[src/rtl/sdram_arbiter.sv]
// sdram_arbiter: shares one SDRAM controller port between download writes (priority)
// and round-robin game read requesters, routing in-order read data back via a tag FIFO.
module sdram_arbiter #(
  parameter int NUM_PORTS  = 4,
  parameter int ADDR_WIDTH = 23,
  parameter int DATA_WIDTH = 32,
  parameter int TAG_DEPTH  = 4
) (
  input  logic                            clk,
  input  logic                            reset_n,
  input  logic [ADDR_WIDTH-1:0]           dl_addr,
  input  logic [DATA_WIDTH-1:0]           dl_data,
  input  logic                            dl_req,
  output logic                            dl_ack,
  input  logic [NUM_PORTS*ADDR_WIDTH-1:0] p_addr,
  input  logic [NUM_PORTS-1:0]            p_req,
  output logic [NUM_PORTS-1:0]            p_ack,
  output logic [NUM_PORTS-1:0]            p_valid,
  output logic [DATA_WIDTH-1:0]           p_q,
  output logic [ADDR_WIDTH-1:0]           sdram_addr,
  output logic [DATA_WIDTH-1:0]           sdram_data,
  output logic                            sdram_we,
  output logic                            sdram_req,
  input  logic                            sdram_ack,
  input  logic                            sdram_valid,
  input  logic [DATA_WIDTH-1:0]           sdram_q
);
  localparam int GW = $clog2(NUM_PORTS);
  localparam int TW = $clog2(TAG_DEPTH);
  typedef enum logic {IDLE, REQ} state_t;
  state_t state;
  logic [GW-1:0] grant, last_grant, pick;
  logic [GW-1:0] tags [TAG_DEPTH];
  logic [TW-1:0] wr_ptr, rd_ptr;
  logic [TW:0] count;
  logic push, pop, full;
  assign full   = count == (TW+1)'(TAG_DEPTH);
  assign push   = state == REQ && sdram_ack && !sdram_we;
  assign pop    = sdram_valid && count != '0;
  assign dl_ack = state == REQ && sdram_ack && sdram_we;
  assign p_ack  = push ? NUM_PORTS'(1) << grant : '0;
  // Scan downward so the nearest requester after last_grant is the one left in pick.
  always_comb begin
    pick = '0;
    for (int k = NUM_PORTS; k >= 1; k--)
      if (p_req[(int'(last_grant) + k) % NUM_PORTS]) pick = GW'((int'(last_grant) + k) % NUM_PORTS);
  end
  always_ff @(posedge clk) begin
    if (!reset_n) begin
      state      <= IDLE;
      sdram_req  <= 1'b0;
      sdram_we   <= 1'b0;
      sdram_addr <= '0;
      sdram_data <= '0;
      grant      <= '0;
      last_grant <= GW'(NUM_PORTS - 1);
      wr_ptr     <= '0;
      rd_ptr     <= '0;
      count      <= '0;
      p_valid    <= '0;
      p_q        <= '0;
    end else begin
      p_valid <= pop ? NUM_PORTS'(1) << tags[rd_ptr] : '0;
      if (pop) begin
        p_q    <= sdram_q;
        rd_ptr <= rd_ptr + 1'b1;
      end
      if (push) begin
        tags[wr_ptr] <= grant;
        wr_ptr       <= wr_ptr + 1'b1;
        last_grant   <= grant;
      end
      count <= count + (TW+1)'(push) - (TW+1)'(pop);
      if (state == IDLE) begin
        if (dl_req) begin
          state      <= REQ;
          sdram_req  <= 1'b1;
          sdram_we   <= 1'b1;
          sdram_addr <= dl_addr;
          sdram_data <= dl_data;
        end else if (!full && |p_req) begin
          state      <= REQ;
          sdram_req  <= 1'b1;
          sdram_we   <= 1'b0;
          sdram_addr <= p_addr[pick*ADDR_WIDTH +: ADDR_WIDTH];
          grant      <= pick;
        end
      end else if (sdram_ack) begin
        state     <= IDLE;
        sdram_req <= 1'b0;
      end
    end
  end
endmodule
[config.mk]
export PLATFORM = sky130hd
export DESIGN_NAME = sdram_arbiter
export DESIGN_NICKNAME = d
export VERILOG_FILES = /design/src/rtl/sdram_arbiter.sv
export SDC_FILE = /design/constraint.sdc
export NUM_CORES = 1
export LEC_CHECK = 0
export CAP_MARGIN = 10
export CORE_UTILIZATION = 40
export CTS_CLUSTER_DIAMETER = 40
export CTS_CLUSTER_SIZE = 12
export DETAILED_ROUTE_END_ITERATION = 12
export GPL_ROUTABILITY_DRIVEN = 0
export HOLD_SLACK_MARGIN = 0.15
export PLACE_DENSITY_LB_ADDON = 0.08
export SETUP_SLACK_MARGIN = 0.2
export SYNTH_ARGS = -nofsm -noshare
export SYNTH_HDL_FRONTEND = slang
export SYNTH_SLANG_ARGS = --single-unit
[constraint.sdc]
create_clock -name clk -period 3.46 [get_ports clk]
set_input_delay 0.519 -clock clk [delete_from_list [all_inputs] [get_ports clk]]
set_output_delay 0.519 -clock clk [all_outputs]
set_load 0.005 [all_outputs]
# --- Word-level counts from Yosys, hierarchy flattened ---
# Memories as Yosys holds them, arrays and structs flattened. A register that Yosys moved wholly into a read port is not among the register bits.
# Cells that the tools add are included.
classes:
  add_sub_neg: 8
  mul: 1
  div: 0
  magnitude_cmp: 4
  eq_ne: 2
  shift: 3
  n_mux: 34
  n_bitwise: 6
  n_reduce_logical: 20
op_table:
  columns: ["op", "count"]
  rows:
  - ["92-bit by 8-bit indexed part select with 23-bit output", 1]
  - ["23-bit 2-to-1 mux", 2]
  - ["1-bit 2-to-1 mux", 21]
  - ["3-bit by 4-bit less-than comparator with 1-bit output, second input constant", 4]
  - ["2-bit 2-to-1 mux", 6]
  - ["2-bit by 1-bit adder with 2-bit output, second input constant", 4]
  - ["1-bit binary-select mux with 2-bit select", 4]
  - ["2-bit AND reduction", 4]
  - ["2-bit OR reduction", 4]
  - ["1-bit by 2-bit << shifter with 4-bit output, first input constant", 2]
  - ["2-bit by 5-bit multiplier with 7-bit output, second input constant", 1]
  - ["3-bit nonzero test", 2]
  - ["1-bit logical AND", 5]
  - ["2-bit adder, second input constant", 2]
  - ["1-bit bitwise AND, first input constant", 4]
  - ["4-bit 2-to-1 mux", 1]
  - ["4-bit OR reduction", 1]
  - ["3-bit by 1-bit adder with 3-bit output", 1]
  - ["3-bit equality test, second input constant", 1]
  - ["3-bit AND reduction", 1]
  - ["3-bit by 1-bit subtractor with 3-bit output", 1]
  - ["1-bit zero test", 2]
  - ["2-bit inequality test, second input constant", 1]
  - ["1-bit NOT", 2]
  - ["2-bit nonzero test", 1]
word_totals:
  register_bits: 105
  latchBits: 0
  ram_bits: 8
  romBits: 0
  inputBits: 188
  word_cells: 91
  n_memories: 1
memory_table:
  columns: ["name", "words", "width", "read_ports", "rd_ports_with_merged_regs", "write_ports", "line_no", "source"]
  rows:
  - ["tags", 4, 2, 1, 1, 1, "33", "logic [GW-1:0] tags [TAG_DEPTH];"]

# --- Depth between registers and ports, before layout ---
depth:
  word_depth: 14
  mapped_depth: 11
  depth_no_buf: 11

# --- Least setup slack after synthesis ---
# Ideal clock, no wire load.
synth_timing:
  path_kind: "reg-to-reg"
  start: "reg count[1]"
  end: "reg count[2]"
  setup_time_ns: 0.115
  arrival_time_ns: 2.396
  slack_ns: 0.949
  stages_incl_launch_ff: 12
  n_path_buf: 1
  period_less_slack_ns: 2.511
  cell_sequence: "dfxtp_1 o31ai_2 inv_2 clkbuf_1 ha_1 inv_1 ha_1 inv_1 fa_1 xnor2_1 xnor2_1 and2_1"
synth_via:
  elab_chain_cells: 3
  elab_cells_between_ends: 4
  cone_classes: "add/sub: 2; reduce/logical: 2"
synth_lines:
  columns: ["item", "line_no", "source"]
  rows:
  - ["start, declared", "35", "logic [TW:0] count;"]
  - ["start signal, assigned", "73", "count <= count + (TW+1)'(push) - (TW+1)'(pop);"]
  - ["branches (longest 2 deep; another with 3-bit by 1-bit adder with 3-bit output)", null, null]
  - ["3-bit by 1-bit subtractor with 3-bit output (*)", "73", null]
# Every way passes the cells marked *.
# A chain may end at the register's enable or synchronous reset.

# --- Worst setup path in the final report ---
layout_timing:
  start: "in sdram_ack"
  end: "out p_ack[3]"
layout_via:
  elab_chain_cells: 3
layout_lines:
  columns: ["item", "line_no", "source"]
  rows:
  - ["start, declared", "24", "input logic sdram_ack,"]
  - ["1-bit logical AND (2 in a row)", "38", "assign push = state == REQ && sdram_ack && !sdram_we;"]
  - ["4-bit 2-to-1 mux", "41", "assign p_ack = push ? NUM_PORTS'(1) << grant : '0;"]
  - ["end, declared", "17", "output logic [NUM_PORTS-1:0] p_ack,"]
# No other way between the ends.

==> summary by stage <==
Run status
The flow ran to the end, and the final reports show no timing, DRC or antenna violations.

Setup path
The end of the worst register-to-register path is count[2]. The startpoint type of the worst setup path is an input pin. The origin of the critical flop-to-flop path is state. Following the worst setup path forward leads to its endpoint at p_ack[3]. The path depth of the worst reg2reg path is 11.

By startpoint and endpoint, the worst setup path is classified as input pin to output port. Of all nets on the critical path, the largest fanout is 8. For the worst setup path, the data required time is 2940 ps. The sort of element at the end of the critical path is an output port.

The slack of the worst reg-to-reg path is 1190 ps. The launching instance or port of the critical path is sdram_ack. STA puts the critical path data arrival time at 2190 ps.

Die
The floorplan die area is 0.0140 mm². The floorplan step defined a core boundary enclosing 0.0132 mm². The number of core rows is 42. In this run the horizontal extent of the chip is 118 µm.

The chip height is 118 µm. Pin placement for this block handled 286 I/O pins. The initial utilization of the core area, before any placement, comes to 40.9%.

Timing
At the pin with the least slew margin, the transition time is 1040 ps. The worst path uses 78.4% of the clock period. The final count of negative-setup-slack endpoints is 0.

The aggregate negative setup slack is 0 ps. Counting I/O delays and the setup requirement, the final critical path takes 2710 ps. The largest clock skew in the final design is 7.42 ps. Setup repair after global routing left no endpoint under its margin.

The number of hold violations in the final report is 0. The maximum operating frequency is 369 MHz. The relative max-transition margin is 30.8%. The number of max-slew violations in the final report is 0.

Pwr
Registers are responsible for 36.6% of the overall power. Across the VDD grid, the largest voltage drop is 0.000280 V. The internal power summed over all cells is 3240 µW. Net switching is 30.0% of the power. Summed over all nets, the switching power comes to 1390 µW.

The clock network is responsible for 32.1% of the overall power. The leakage component of the power is 0.00334 µW. Combinational cells account for 31.3% of the total power.

The power per unit of standard cell area is 519 mW/mm².

Place
The number of buffers added on ports is 285. The post-placement cell area is 0.00842 mm². After legalization and detailed placement, the total HPWL measured 13300 µm.

Route
The via count is 5803. In this run the remaining antenna-violating nets after routing total 0. The post-detailed-route via-to-cell ratio is 5.22.

The final routed wirelength across all metal layers is 18300 µm. The detailed-route DRC error count is 0. The wire length per cell after detailed routing is 16.5 µm.

After the first detailed-routing iteration, the DRC count stood at 358. The detailed-routing iteration count for the pre-antenna-repair pass is 5.

Clock network
The H-tree depth reported by CTS is 4. The longest clock path from root to sink contains 2 buffers. The TritonCTS sink count is 115. The clock insertion delay at the later pin of the skew report is 410 ps. The clock tree from TritonCTS is done. TritonCTS created 17 clock buffers. The master cell of the clock root buffer is sky130_fd_sc_hd__clkbuf_16.

Clock-pin slew was measured on the worst setup and hold paths at 50 ps. The post-CTS repair timing setup buffer count is 0. Hold repair after CTS inserted 0 buffers. The number of gates resized after cts is 0.

Yosys
The sequential area share after synthesis is 43.9%. The warning count from the yosys run is 0. After synthesis, the cell types taking the most area are sky130_fd_sc_hd__dfxtp_1, sky130_fd_sc_hd__nand2_1, sky130_fd_sc_hd__a21boi_0. The async set or reset register ratio after synthesis is 0%. After synthesis the netlist holds a flip-flop and latch count of 115.

The number of enable flip-flop cells after synthesis is 8. In this run, distinct cell masters in the synthesized netlist total 35. The mean cell area of the mapped netlist is 8.20 µm². After synthesis, the largest area contributor takes up 39.5% of total cell area. In the post-synthesis netlist, the cell with the most instances is sky130_fd_sc_hd__nand2_1.

The post-synthesis instance area is 0.00542 mm². The synthesized netlist net count is 856. The largest area contributor in the netlist is sky130_fd_sc_hd__dfxtp_1.

By count the netlist is led by sky130_fd_sc_hd__nand2_1, sky130_fd_sc_hd__dfxtp_1, sky130_fd_sc_hd__a21boi_0. The synthesized instance count is 661. The most instantiated flip-flop cell in the synthesis netlist is sky130_fd_sc_hd__dfxtp_1.

Cells and area
The finished cells cover 0.00892 mm². The fraction of layout cells with a size suffix above 1 is 5.45%. The area added between synthesis and finish is 64.6%. 0 antenna diodes ended up in the layout. The final layout contains 1118 nets.

The filler cells instantiated in the layout total 1095.

Global route
Entering global routing, the biggest net connects 73 pins. Global routing consumed, over all layers together, 26.2% of the routing resources. Global routing finished with a remaining overflow of 0. The number of antenna violations at the first check in global routing came to 0. The first global-routing pass estimated 28800 µm of wire.

The via count of the first global-routing pass is 5818.

Job
The tool flagged a number of max-cap violations equal to 0.

Min path
The count of cells along the worst hold path is 2. The worst hold path belongs to the class register to register.
==> layout make-up <==
| cell class | count | area [µm²] | share of cell area [%] |
|---|---|---|---|
| multi-input combinational | 481 | 2790 | 31.3 |
| sequential | 115 | 2380 | 26.7 |
| timing repair buffer | 299 | 2990 | 33.5 |
| clock buffer | 20 | 437 | 4.89 |
| clock inverter | 12 | 67.6 | 0.757 |
| tap | 176 | 220 | 2.47 |
| inverter | 9 | 33.8 | 0.379 |
==> state kept, by name, indices dropped and copies added (netlist names), named ones only <==
register and flops:
count 3, state 1, grant 2, sdram_data 32
rd_ptr 2, wr_ptr 2, last_grant 2, tags 8
sdram_addr 23, sdram_we 1, sdram_req 1, p_valid 4
p_q 32
==> stage by stage <==
stage | setup slack [ps] | utilization (%) | std cells | total power, µW | hold WS, ps
finish | 747 | 67.4 | 1112 | 4630 | 454
global route | 671 | 67.4 | 1112 | 4900 | 481
CTS | 741 | 67.4 | 1112 | 4670 | 460
detailed placement | 621 | 63.6 | 1080 | 3170 | 449
global placement | 674 | 63.6 | 1080 | 3130 | 441
floorplan | 949 | - | 661 | 2390 | 451
==> cells in the final DEF, fill, tap and decap left out, types with 24 or more instances in the layout <==
cell type                           n
sky130_fd_sc_hd__a21boi_1          30
sky130_fd_sc_hd__o21ai_0           47
sky130_fd_sc_hd__o21ai_1           26
sky130_fd_sc_hd__a21o_1            24
sky130_fd_sc_hd__and3_1            28
sky130_fd_sc_hd__nand2_1          138
sky130_fd_sc_hd__clkdlybuf4s50_1  284
sky130_fd_sc_hd__nand3_1           25
sky130_fd_sc_hd__a21boi_0          62
sky130_fd_sc_hd__dfxtp_1          107
sky130_fd_sc_hd__a31oi_1           24
==> worst max-delay path: stages <==
cell and delay [ps]:
sky130_fd_sc_hd__clkdlybuf4s50_1 490, sky130_fd_sc_hd__nand2_1 80, sky130_fd_sc_hd__nor2_1 160, sky130_fd_sc_hd__buf_4 180, sky130_fd_sc_hd__nand2_1 100, sky130_fd_sc_hd__nor2_1 140
sky130_fd_sc_hd__clkdlybuf4s50_1 520
==> power by group through the flow <==
stage | Combinational [µW] | Clock, µW | Sequential, µW
after floorplan | 676 | 0 | 1710
after global placement | 1420 | 0 | 1710
after detailed placement | 1450 | 0 | 1720
after CTS | 1460 | 1520 | 1700
after global routing | 1590 | 1590 | 1720
final | 1450 | 1490 | 1690
==> worst min path at each step <==
stage | slack [ps] | end | from
after floorplan | 450 | p_q[26] | p_q[26]
after global placement | 440 | p_q[26] | p_q[26]
after detailed placement | 450 | p_q[28] | p_q[28]
after CTS | 460 | p_q[27] | p_q[27]
after global routing | 480 | p_q[27] | p_q[27]
final | 450 | sdram_req | sdram_req
==> metal layers <==
layer  global-route usage [%]  vias up  routed length [µm]
met2                     46.0      222                9300
li1                         -     2819                   -
met4                     11.6        0                 568
met5                        0        -                   0
met1                     28.3     2722                7050
met3                     9.31       40                1380
==> logic make-up after synthesis <==
| logic type | after synthesis | synth area share [%] |
|---|---|---|
| buffers and inverters | 65 | 4.82 |
| XOR/XNOR | 5 | 0.808 |
| flip-flops | 115 | 43.9 |
| AND/OR/NAND/NOR | 219 | 18.0 |
| adder cells (fa/ha/maj) | 7 | 1.75 |
| multiplexers | 4 | 1.20 |
| AO/OA/AOI/OAI | 246 | 29.4 |
Note: power is estimated with default switching activity, not from simulation.
